File: src/rtl/riscv_pkg.sv
`default_nettype none
// ============================================================================
// Module   : riscv_pkg
// Purpose  : Shared core-wide constants and types. Holds XLEN and the retire
//            trace record that retire_trace_fifo buffers between the core's
//            retire port and a trace consumer.
// Contents : XLEN, TRACE_SEQ_W, retire_pkt_t
// Revision : 1.0 - retire trace record and sequence width added
// ============================================================================
package riscv_pkg;

   localparam int XLEN        = 32;
   localparam int TRACE_SEQ_W = 32;

   // One retired instruction. seq is stamped by the trace buffer, not the
   // core, so a gap at the consumer exposes records lost to overflow.
   typedef struct packed {
      logic [TRACE_SEQ_W-1:0] seq;
      logic [XLEN-1:0]        pc;
      logic [XLEN-1:0]        instr;
      logic [4:0]             reg_addr;
      logic [XLEN-1:0]        reg_data;
      logic [XLEN-1:0]        mem_addr;
      logic [XLEN-1:0]        mem_data;
      logic                   mem_wrt;
   } retire_pkt_t;

endpackage : riscv_pkg
`default_nettype wire

File: src/rtl/sync_fifo.sv
`default_nettype none
// ============================================================================
// Module   : sync_fifo
// Purpose  : Generic single-clock flop-based FIFO. Head data is read
//            combinationally from the array (no bypass: a push into an empty
//            FIFO becomes visible the following cycle).
// Ports    : clk, reset      - clock, asynchronous active-high reset
//            i_flush         - synchronous clear; overrides push and pop
//            i_push, i_data  - write request and data (ignored when full
//                              unless a pop happens in the same cycle)
//            i_pop           - read request (ignored when empty)
//            o_data          - head entry
//            o_full, o_empty - status
//            o_count         - occupancy (0..DEPTH)
//            o_count_nxt     - occupancy after the coming clock edge
// Revision : 1.0 - initial release
// ============================================================================
module sync_fifo #(
   parameter int WIDTH = 8,
   parameter int DEPTH = 16,
   localparam int AW   = $clog2(DEPTH)
) (
   input  logic             clk,
   input  logic             reset,
   input  logic             i_flush,
   input  logic             i_push,
   input  logic [WIDTH-1:0] i_data,
   input  logic             i_pop,
   output logic [WIDTH-1:0] o_data,
   output logic             o_full,
   output logic             o_empty,
   output logic [AW:0]      o_count,
   output logic [AW:0]      o_count_nxt
);

   logic [WIDTH-1:0] r_mem [DEPTH];
   logic [AW-1:0]    r_wr_ptr;
   logic [AW-1:0]    r_rd_ptr;
   logic [AW:0]      r_count;
   logic             w_pop;
   logic             w_push;

   assign o_full  = (r_count == (AW+1)'(DEPTH));
   assign o_empty = (r_count == '0);
   assign o_count = r_count;
   assign o_data  = r_mem[r_rd_ptr];

   // A pop frees the slot the push needs, so a full FIFO can still accept
   // a write in the same cycle it is read.
   assign w_pop  = i_pop & ~o_empty & ~i_flush;
   assign w_push = i_push & (~o_full | w_pop) & ~i_flush;

   always_comb begin
      o_count_nxt = r_count;
      if (i_flush)
         o_count_nxt = '0;
      else if (w_push & ~w_pop)
         o_count_nxt = r_count + (AW+1)'(1);
      else if (w_pop & ~w_push)
         o_count_nxt = r_count - (AW+1)'(1);
   end

   always_ff @(posedge clk or posedge reset) begin
      if (reset) begin
         r_wr_ptr <= '0;
         r_rd_ptr <= '0;
         r_count  <= '0;
      end else begin
         r_count <= o_count_nxt;
         if (i_flush) begin
            r_wr_ptr <= '0;
            r_rd_ptr <= '0;
         end else begin
            // Pointers are exactly log2(DEPTH) wide and wrap on overflow.
            if (w_push) r_wr_ptr <= r_wr_ptr + AW'(1);
            if (w_pop)  r_rd_ptr <= r_rd_ptr + AW'(1);
         end
      end
   end

   // Storage needs no reset: entries are only observed while counted valid.
   always_ff @(posedge clk) begin
      if (w_push) r_mem[r_wr_ptr] <= i_data;
   end

endmodule : sync_fifo
`default_nettype wire

File: src/rtl/retire_trace_fifo.sv
`default_nettype none
// ============================================================================
// Module   : retire_trace_fifo
// Purpose  : Buffers retire records from the core and drains them to a trace
//            consumer over valid/ready. Stamps each retire with a sequence
//            number (advanced even for lost records) and tracks losses with
//            a saturating drop counter and a sticky overflow flag.
// Ports    : clk, reset             - clock, asynchronous active-high reset
//            update_i + *_i fields  - retire record from the core
//            flush_i                - synchronous FIFO clear
//            clr_stat_i             - clear drop_cnt_o / overflow_o
//            trace_valid_o/ready_i  - consumer handshake
//            trace_o                - head record, zero when not valid
//            stall_o                - almost-full (count >= DEPTH-2)
//            count_o                - occupancy
//            drop_cnt_o, overflow_o - loss statistics
// Revision : 1.0 - initial release
// ============================================================================
module retire_trace_fifo
   import riscv_pkg::*;
#(
   parameter int DEPTH = 16,
   parameter int CNT_W = 16
) (
   input  logic                     clk,
   input  logic                     reset,
   input  logic                     update_i,
   input  logic [XLEN-1:0]          pc_i,
   input  logic [XLEN-1:0]          instr_i,
   input  logic [4:0]               reg_addr_i,
   input  logic [XLEN-1:0]          reg_data_i,
   input  logic [XLEN-1:0]          mem_addr_i,
   input  logic [XLEN-1:0]          mem_data_i,
   input  logic                     mem_wrt_i,
   input  logic                     flush_i,
   input  logic                     clr_stat_i,
   output logic                     trace_valid_o,
   input  logic                     trace_ready_i,
   output retire_pkt_t              trace_o,
   output logic                     stall_o,
   output logic [$clog2(DEPTH):0]   count_o,
   output logic [CNT_W-1:0]         drop_cnt_o,
   output logic                     overflow_o
);

   localparam int AW = $clog2(DEPTH);

   logic [TRACE_SEQ_W-1:0] r_seq;
   logic [CNT_W-1:0]       r_drop_cnt;
   logic                   r_overflow;
   logic                   r_stall;
   retire_pkt_t            w_pkt;
   retire_pkt_t            w_head;
   logic                   w_full;
   logic                   w_empty;
   logic [AW:0]            w_count;
   logic [AW:0]            w_count_nxt;
   logic                   w_pop;
   logic                   w_drop;

   assign w_pkt = '{seq:      r_seq,
                    pc:       pc_i,
                    instr:    instr_i,
                    reg_addr: reg_addr_i,
                    reg_data: reg_data_i,
                    mem_addr: mem_addr_i,
                    mem_data: mem_data_i,
                    mem_wrt:  mem_wrt_i};

   sync_fifo #(
      .WIDTH ($bits(retire_pkt_t)),
      .DEPTH (DEPTH)
   ) u_fifo (
      .clk         (clk),
      .reset       (reset),
      .i_flush     (flush_i),
      .i_push      (update_i),
      .i_data      (w_pkt),
      .i_pop       (trace_ready_i),
      .o_data      (w_head),
      .o_full      (w_full),
      .o_empty     (w_empty),
      .o_count     (w_count),
      .o_count_nxt (w_count_nxt)
   );

   assign trace_valid_o = ~w_empty;
   assign trace_o       = trace_valid_o ? w_head : '0;
   assign w_pop         = trace_valid_o & trace_ready_i;

   // A flush discards the FIFO deliberately; that is not counted as loss.
   assign w_drop = update_i & w_full & ~w_pop & ~flush_i;

   assign count_o    = w_count;
   assign stall_o    = r_stall;
   assign drop_cnt_o = r_drop_cnt;
   assign overflow_o = r_overflow;

   always_ff @(posedge clk or posedge reset) begin
      if (reset) begin
         r_seq      <= '0;
         r_drop_cnt <= '0;
         r_overflow <= 1'b0;
         r_stall    <= 1'b0;
      end else begin
         // Every retire consumes a sequence number, pushed or not.
         if (update_i) r_seq <= r_seq + TRACE_SEQ_W'(1);

         r_stall <= (w_count_nxt >= (AW+1)'(DEPTH-2));

         // A drop in the same cycle as a clear survives as the first event.
         if (clr_stat_i) begin
            r_drop_cnt <= w_drop ? CNT_W'(1) : '0;
            r_overflow <= w_drop;
         end else if (w_drop) begin
            if (r_drop_cnt != '1) r_drop_cnt <= r_drop_cnt + CNT_W'(1);
            r_overflow <= 1'b1;
         end
      end
   end

endmodule : retire_trace_fifo
`default_nettype wire

File: config.mk
export PLATFORM = sky130hd
export DESIGN_NAME = retire_trace_fifo
export DESIGN_NICKNAME = d
export VERILOG_FILES = /design/src/rtl/riscv_pkg.sv /design/src/rtl/sync_fifo.sv /design/src/rtl/retire_trace_fifo.sv
export SDC_FILE = /design/constraint.sdc
export NUM_CORES = 2
export LEC_CHECK = 0
export BUFFER_PORTS_ARGS = -buffer_cell sky130_fd_sc_hd__buf_4
export CORE_MARGIN = 2
export CORE_UTILIZATION = 42
export DETAILED_ROUTE_END_ITERATION = 16
export PLACE_DENSITY = 0.68
export SETUP_SLACK_MARGIN = 0.02
export SLEW_MARGIN = 20
export SYNTH_ARGS = -nofsm -noshare
export SYNTH_HDL_FRONTEND = slang
export SYNTH_SLANG_ARGS = --single-unit
File: constraint.sdc
create_clock -name clk -period 17.89 [get_ports clk]
set_clock_uncertainty 0.1 [all_clocks]
set_input_delay 0.8945 -clock clk [delete_from_list [all_inputs] [get_ports clk]]
set_output_delay 0.8945 -clock clk [all_outputs]
set_load 0.02 [all_outputs]
# Yosys cells after proc, flatten, opt, wreduce, memory -nomap -nowiden
# Memories as Yosys holds them, arrays and structs flattened.
# Index checks and enable logic that the tools add are counted.
dict set report classes {
  n_addsub 6
  magnitude_cmp 1
  eq_ne 2
  mux 16
  bitwise 16
  n_reduce_logical 6
}
# cell count
set ops {}
lappend ops {{$mux W198} 1}
lappend ops {{$mux W16} 3}
lappend ops {{$add A32 B1 Y32 const B} 1}
lappend ops {{$add A16 B1 Y16 const B} 1}
lappend ops {{$mux W4} 4}
lappend ops {{$ne A16 B16 Y1 const B} 1}
lappend ops {{$mux W5} 3}
lappend ops {{$and A1 B1 Y1} 9}
lappend ops {{$add A4 B1 Y4 const B} 2}
lappend ops {{$reduce_bool A2 Y1} 4}
lappend ops {{$not A1 Y1} 6}
lappend ops {{$add A5 B1 Y5 const B} 1}
lappend ops {{$eq A5 B5 Y1 const B} 1}
lappend ops {{$ge A5 B4 Y1 const B} 1}
lappend ops {{$logic_not A5 Y1} 1}
lappend ops {{$mux W1} 5}
lappend ops {{$sub A5 B1 Y5 const B} 1}
lappend ops {{$reduce_and A2 Y1} 1}
lappend ops {{$or A1 B1 Y1} 1}
dict set report totals {
  ff_bits 63
  mem_bits_rw 3168
  inputBits 172
  output_inout_bits 222
  mem_count 1
}
# memory depth width rd rd_ports_with_merged_regs wr line
set mem_list {}
lappend mem_list {u_fifo.r_mem 16 198 1 0 1 sync_fifo.sv:36} ;# logic [WIDTH-1:0] r_mem [DEPTH];

# Longest topological paths before layout
dict set report logic_depth {
  word_depth 13
  depth_mapped 9
  ltp_nobuf 8
}

# Hierarchy
# Synthesis repeated with hierarchy kept, for this count alone.
dict set report hier_totals {
  hier_cells 6245
  hier_area_um2 124485.6
}
# mod instances cells_per_inst area_per_inst_um2
set modules_own_cells {}
lappend modules_own_cells {sync_fifo 1 5805 120769.6}
lappend modules_own_cells {retire_trace_fifo 1 440 3716.1}

# Worst setup path after synthesis
# OpenSTA, ideal clock, no wires.
dict set report synth_path {
  kind {input port to flip-flop}
  from {in flush_i}
  to {mem u_fifo.r_mem[0][0] (netlist bit), enable pin}
  setup_ns 0.999
  arrival_time_ns 14.955
  required_ns 16.791
  path_slack_ns 1.836
  cell_stages 5
  path_buffers 1
  path_cell_list {clkbuf_1 nand2b_1 a21oi_1 nand2_1 nor3_1}
}
dict set report synth_between {
  elab_chain_cells 7
}
# item line
set synth_lines {}
lappend synth_lines {{start, declared} retire_trace_fifo.sv:35} ;# input logic flush_i,
lappend synth_lines {{$not A1 Y1 (*)} {sync_fifo.sv:50, sync_fifo.sv:51}}
lappend synth_lines {{$and A1 B1 Y1} sync_fifo.sv:50} ;# assign w_pop = i_pop & ~o_empty & ~i_flush;
lappend synth_lines {{$or A1 B1 Y1} sync_fifo.sv:51} ;# assign w_push = i_push & (~o_full | w_pop) & ~i_flush;
lappend synth_lines {{$and A1 B1 Y1} sync_fifo.sv:51}
lappend synth_lines {{$and A1 B1 Y1 (*)} sync_fifo.sv:51}
lappend synth_lines {{$mux W1 (*)} sync_fifo.sv:83} ;# if (w_push) r_mem[r_wr_ptr] <= i_data;
lappend synth_lines {{$mux W1 (not written as such) (*)} sync_fifo.sv:83}
lappend synth_lines {{end, declared} sync_fifo.sv:36}
# Mark *: on every way between the ends. The rest lies on a longest branch, timed or not.

==> results.json <==
{
  "synth.avg_cell_area_um2": 24.9,
  "routed_wl_um": 283000,
  "peakVddDrop_uv": 132,
  "boundaryPins": 394,
  "h-tree-depth": 5,
  "cts_tree": "done",
  "firstDrtPassIters": 5,
  "grt_pass1_wl_um": 408000,
  "hpwlAfterDp_um": 139000,
  "p_int_mw": 13.9,
  "start_kind": "flip-flop",
  "power_switching_mw": 4.72,
  "crit_type": "reg2out",
  "timing.rr.start": "u_fifo.o_count[0]",
  "die_h_um": 545,
  "drive_gt1_share_pct": 34.2,
  "cts_made_buffers": 333,
  "swShare_pct": 25.4,
  "clk_latency_ps": 920,
  "mostFrequentLayoutCell": "edfxtp_1",
  "setup_viol": 0,
  "clockBufferDepth": 4,
  "synth_fp_nets": 5115,
  "synthSimpleGateAreaFrac_pct": 1.66,
  "worstMarginPinSlew_ps": 1120,
  "cts_resized": 0,
  "die_area_um2": 297000,
  "core_area_um2": 291000,
  "p_leak_nw": 43.6,
  "drv_cap": 0,
  "syn_area_um2": 123000,
  "portBuffers": 393,
  "rsz0062_at_grt": "no",
  "finalMaxSlewViolations": 0,
  "grt_max_degree": 148,
  "crit_end": "trace_o[109]",
  "min_period_ps": 7820,
  "maxSlewHeadroom_pct": 25.1,
  "grt_use_total_pct": 18.7,
  "synth-compound-area-share_pct": 0.220,
  "clkPwrFrac_pct": 36.1,
  "place_congestion": 0.724,
  "synth_cell_types": 47,
  "ys_ff_latch": 3231,
  "gr-total-overflow": 0,
  "drtIter0Drc": 6070,
  "layout_common_cells": "3168 x edfxtp_1, 990 x mux4_2, 485 x buf_4",
  "clkSinkCount": 3231,
  "rrSetupSlack_ps": 12110,
  "first_global_vias": 57537,
  "hold_viol": 0,
  "antenna_left": 0,
  "crit_start": "u_fifo.r_rd_ptr[1]",
  "viasPerCell": 5.72,
  "chipWidth_um": 545,
  "synthFlopType": "edfxtp_1",
  "synthAdderAreaFrac_pct": 0.102,
  "clk_pin_slew_ps": 60,
  "crit_path_end_kind": "output pin",
  "hp-class": "in2async",
  "synth-edff-count": 3168,
  "finalSetupTns_ps": 0,
  "cp.required_ps": 16900,
  "yosys_warnings": 0,
  "status": "completed",
  "seqPwrFrac_pct": 45.7,
  "r2r-end": "u_fifo.r_mem[13][107]",
  "synth_xor_area_share_pct": 0.299,
  "fmax_mhz": 128,
  "finalCritPeriodShare_pct": 43.7,
  "wire_per_inst_um": 29.2,
  "root_buffer": "clkbuf_16",
  "fp-row-count": 198,
  "antenna_found_initial": 33,
  "vias": 55422,
  "crit_arrival_ps": 6830,
  "syn_inst": 4933,
  "async_reset_ff_share_pct": 1.95,
  "synthToLayoutAreaGrowth_pct": 15.0,
  "start_util_pct": 42.2,
  "design_area_um2": 142000,
  "hold_buffers": 0,
  "ys_seq_area_share_pct": 78.6,
  "reg2reg_depth": 9,
  "synth_top_family_by_area": "multiplexers",
  "powerDensity_nw_per_um2": 131,
  "final_net_count": 5702,
  "layout_setup_ws_ps": 10070,
  "dpl_cell_area_um2": 131000,
  "drc": 0,
  "muxShareOfSynthArea_pct": 18.2,
  "crit_fanout": 68,
  "p_comb_share_pct": 18.2,
  "pre_cts_ws_ps": 10950,
  "cts_setup_buffers": 0
}
-- worst max-delay path, cell delays in order (launching register included) --
cell     delay (ps)
dfrtp_4         890
buf_4           900
buf_4           830
buf_4           760
buf_4           830
mux4_2          420
mux4_2          480
and2_1          230
buf_4           180
-- cell families (layout without fill, tap and decap cells) --
group,Yosys count,in the layout
AO/OA/AOI/OAI,45,45
XOR/XNOR,42,42
adder cells (fa/ha/maj),10,10
buffers and inverters,266,1116
flip-flops,3231,3231
multiplexers,994,994
other,0,11
AND/OR/NAND/NOR,345,345
-- flip-flops by register name, indices dropped and copies added (netlist names) --
| signal | flops |
|---|---|
| r_seq | 32 |
| drop_cnt_o | 16 |
| stall_o | 1 |
| u_fifo.r_wr_ptr | 4 |
| u_fifo.r_mem | 3168 |
| u_fifo.r_rd_ptr | 4 |
| overflow_o | 1 |
| u_fifo.o_count | 5 |
-- final cells by class --
type	instances	area (um^2)
antenna	11	27.5
clock buffer	412	8730
clock inverter	186	1830
fill	23051	150000
inverter	13	57.6
multi-input combinational	1436	25300
sequential	3231	96700
tap	3900	4880
timing repair buffer	505	4060
-- cells in the mapped netlist (all sizes together), types with 7 or more instances --
cell type	instances	share of area (%)
nand3	16	0.065
o21ai	12	0.049
buf	136	0.60
and3	7	0.036
inv	13	0.040
and2	199	1.0
or3	9	0.046
clkbuf	117	0.36
edfxtp	3168	77
ha	10	0.10
mux4	990	18
nand4	13	0.066
nor2	30	0.091
nand2	30	0.091
nor3	8	0.033
dfrtp	63	1.3
xnor2	31	0.22
a21oi	17	0.069
xor2	11	0.078
-- through the flow --
stage / cells / total power [mW] / util, % / hold slack (ps)
floorplan: 4933 / 10.9 / - / 479
global placement: 9081 / 12.1 / 44.9 / 399
detailed placement: 9085 / 12.1 / 45.0 / 392
CTS: 9683 / 18.8 / 48.6 / 90.3
global route: 9686 / 19.2 / 48.6 / 133
finish: 9694 / 18.6 / 48.6 / 112
-- metal layers --
metal	up-vias	routed length [um]	GRT usage [%]
li1	22486	-	-
met1	30437	117000	26.4
met2	2093	141000	30.7
met3	388	19000	3.03
met4	18	5490	4.19
met5	-	109	0
-- power by group through the flow --
| stage | Clock [mW] | Sequential (mW) | Combinational, mW |
|---|---|---|---|
| floorplan | 0 | 8.63 | 2.31 |
| global placement | 0 | 8.64 | 3.44 |
| detailed placement | 0 | 8.64 | 3.47 |
| CTS | 6.85 | 8.48 | 3.48 |
| global route | 7.13 | 8.49 | 3.62 |
| finish | 6.71 | 8.48 | 3.38 |
-- worst min-delay path by stage --
stage / from / end / slack, ps / cells after the start
finish: reset / u_fifo.o_count[0] / 110 / 3
global route: mem_data_i[7] / u_fifo.r_mem[2][8] / 130 / 1
CTS: mem_data_i[7] / u_fifo.r_mem[11][8] / 90 / 1
detailed placement: overflow_o / overflow_o / 390 / 1
global placement: overflow_o / overflow_o / 400 / 1
floorplan: u_fifo.r_wr_ptr[0] / u_fifo.r_wr_ptr[0] / 480 / 2
Note: power is estimated with default switching activity, not from simulation.
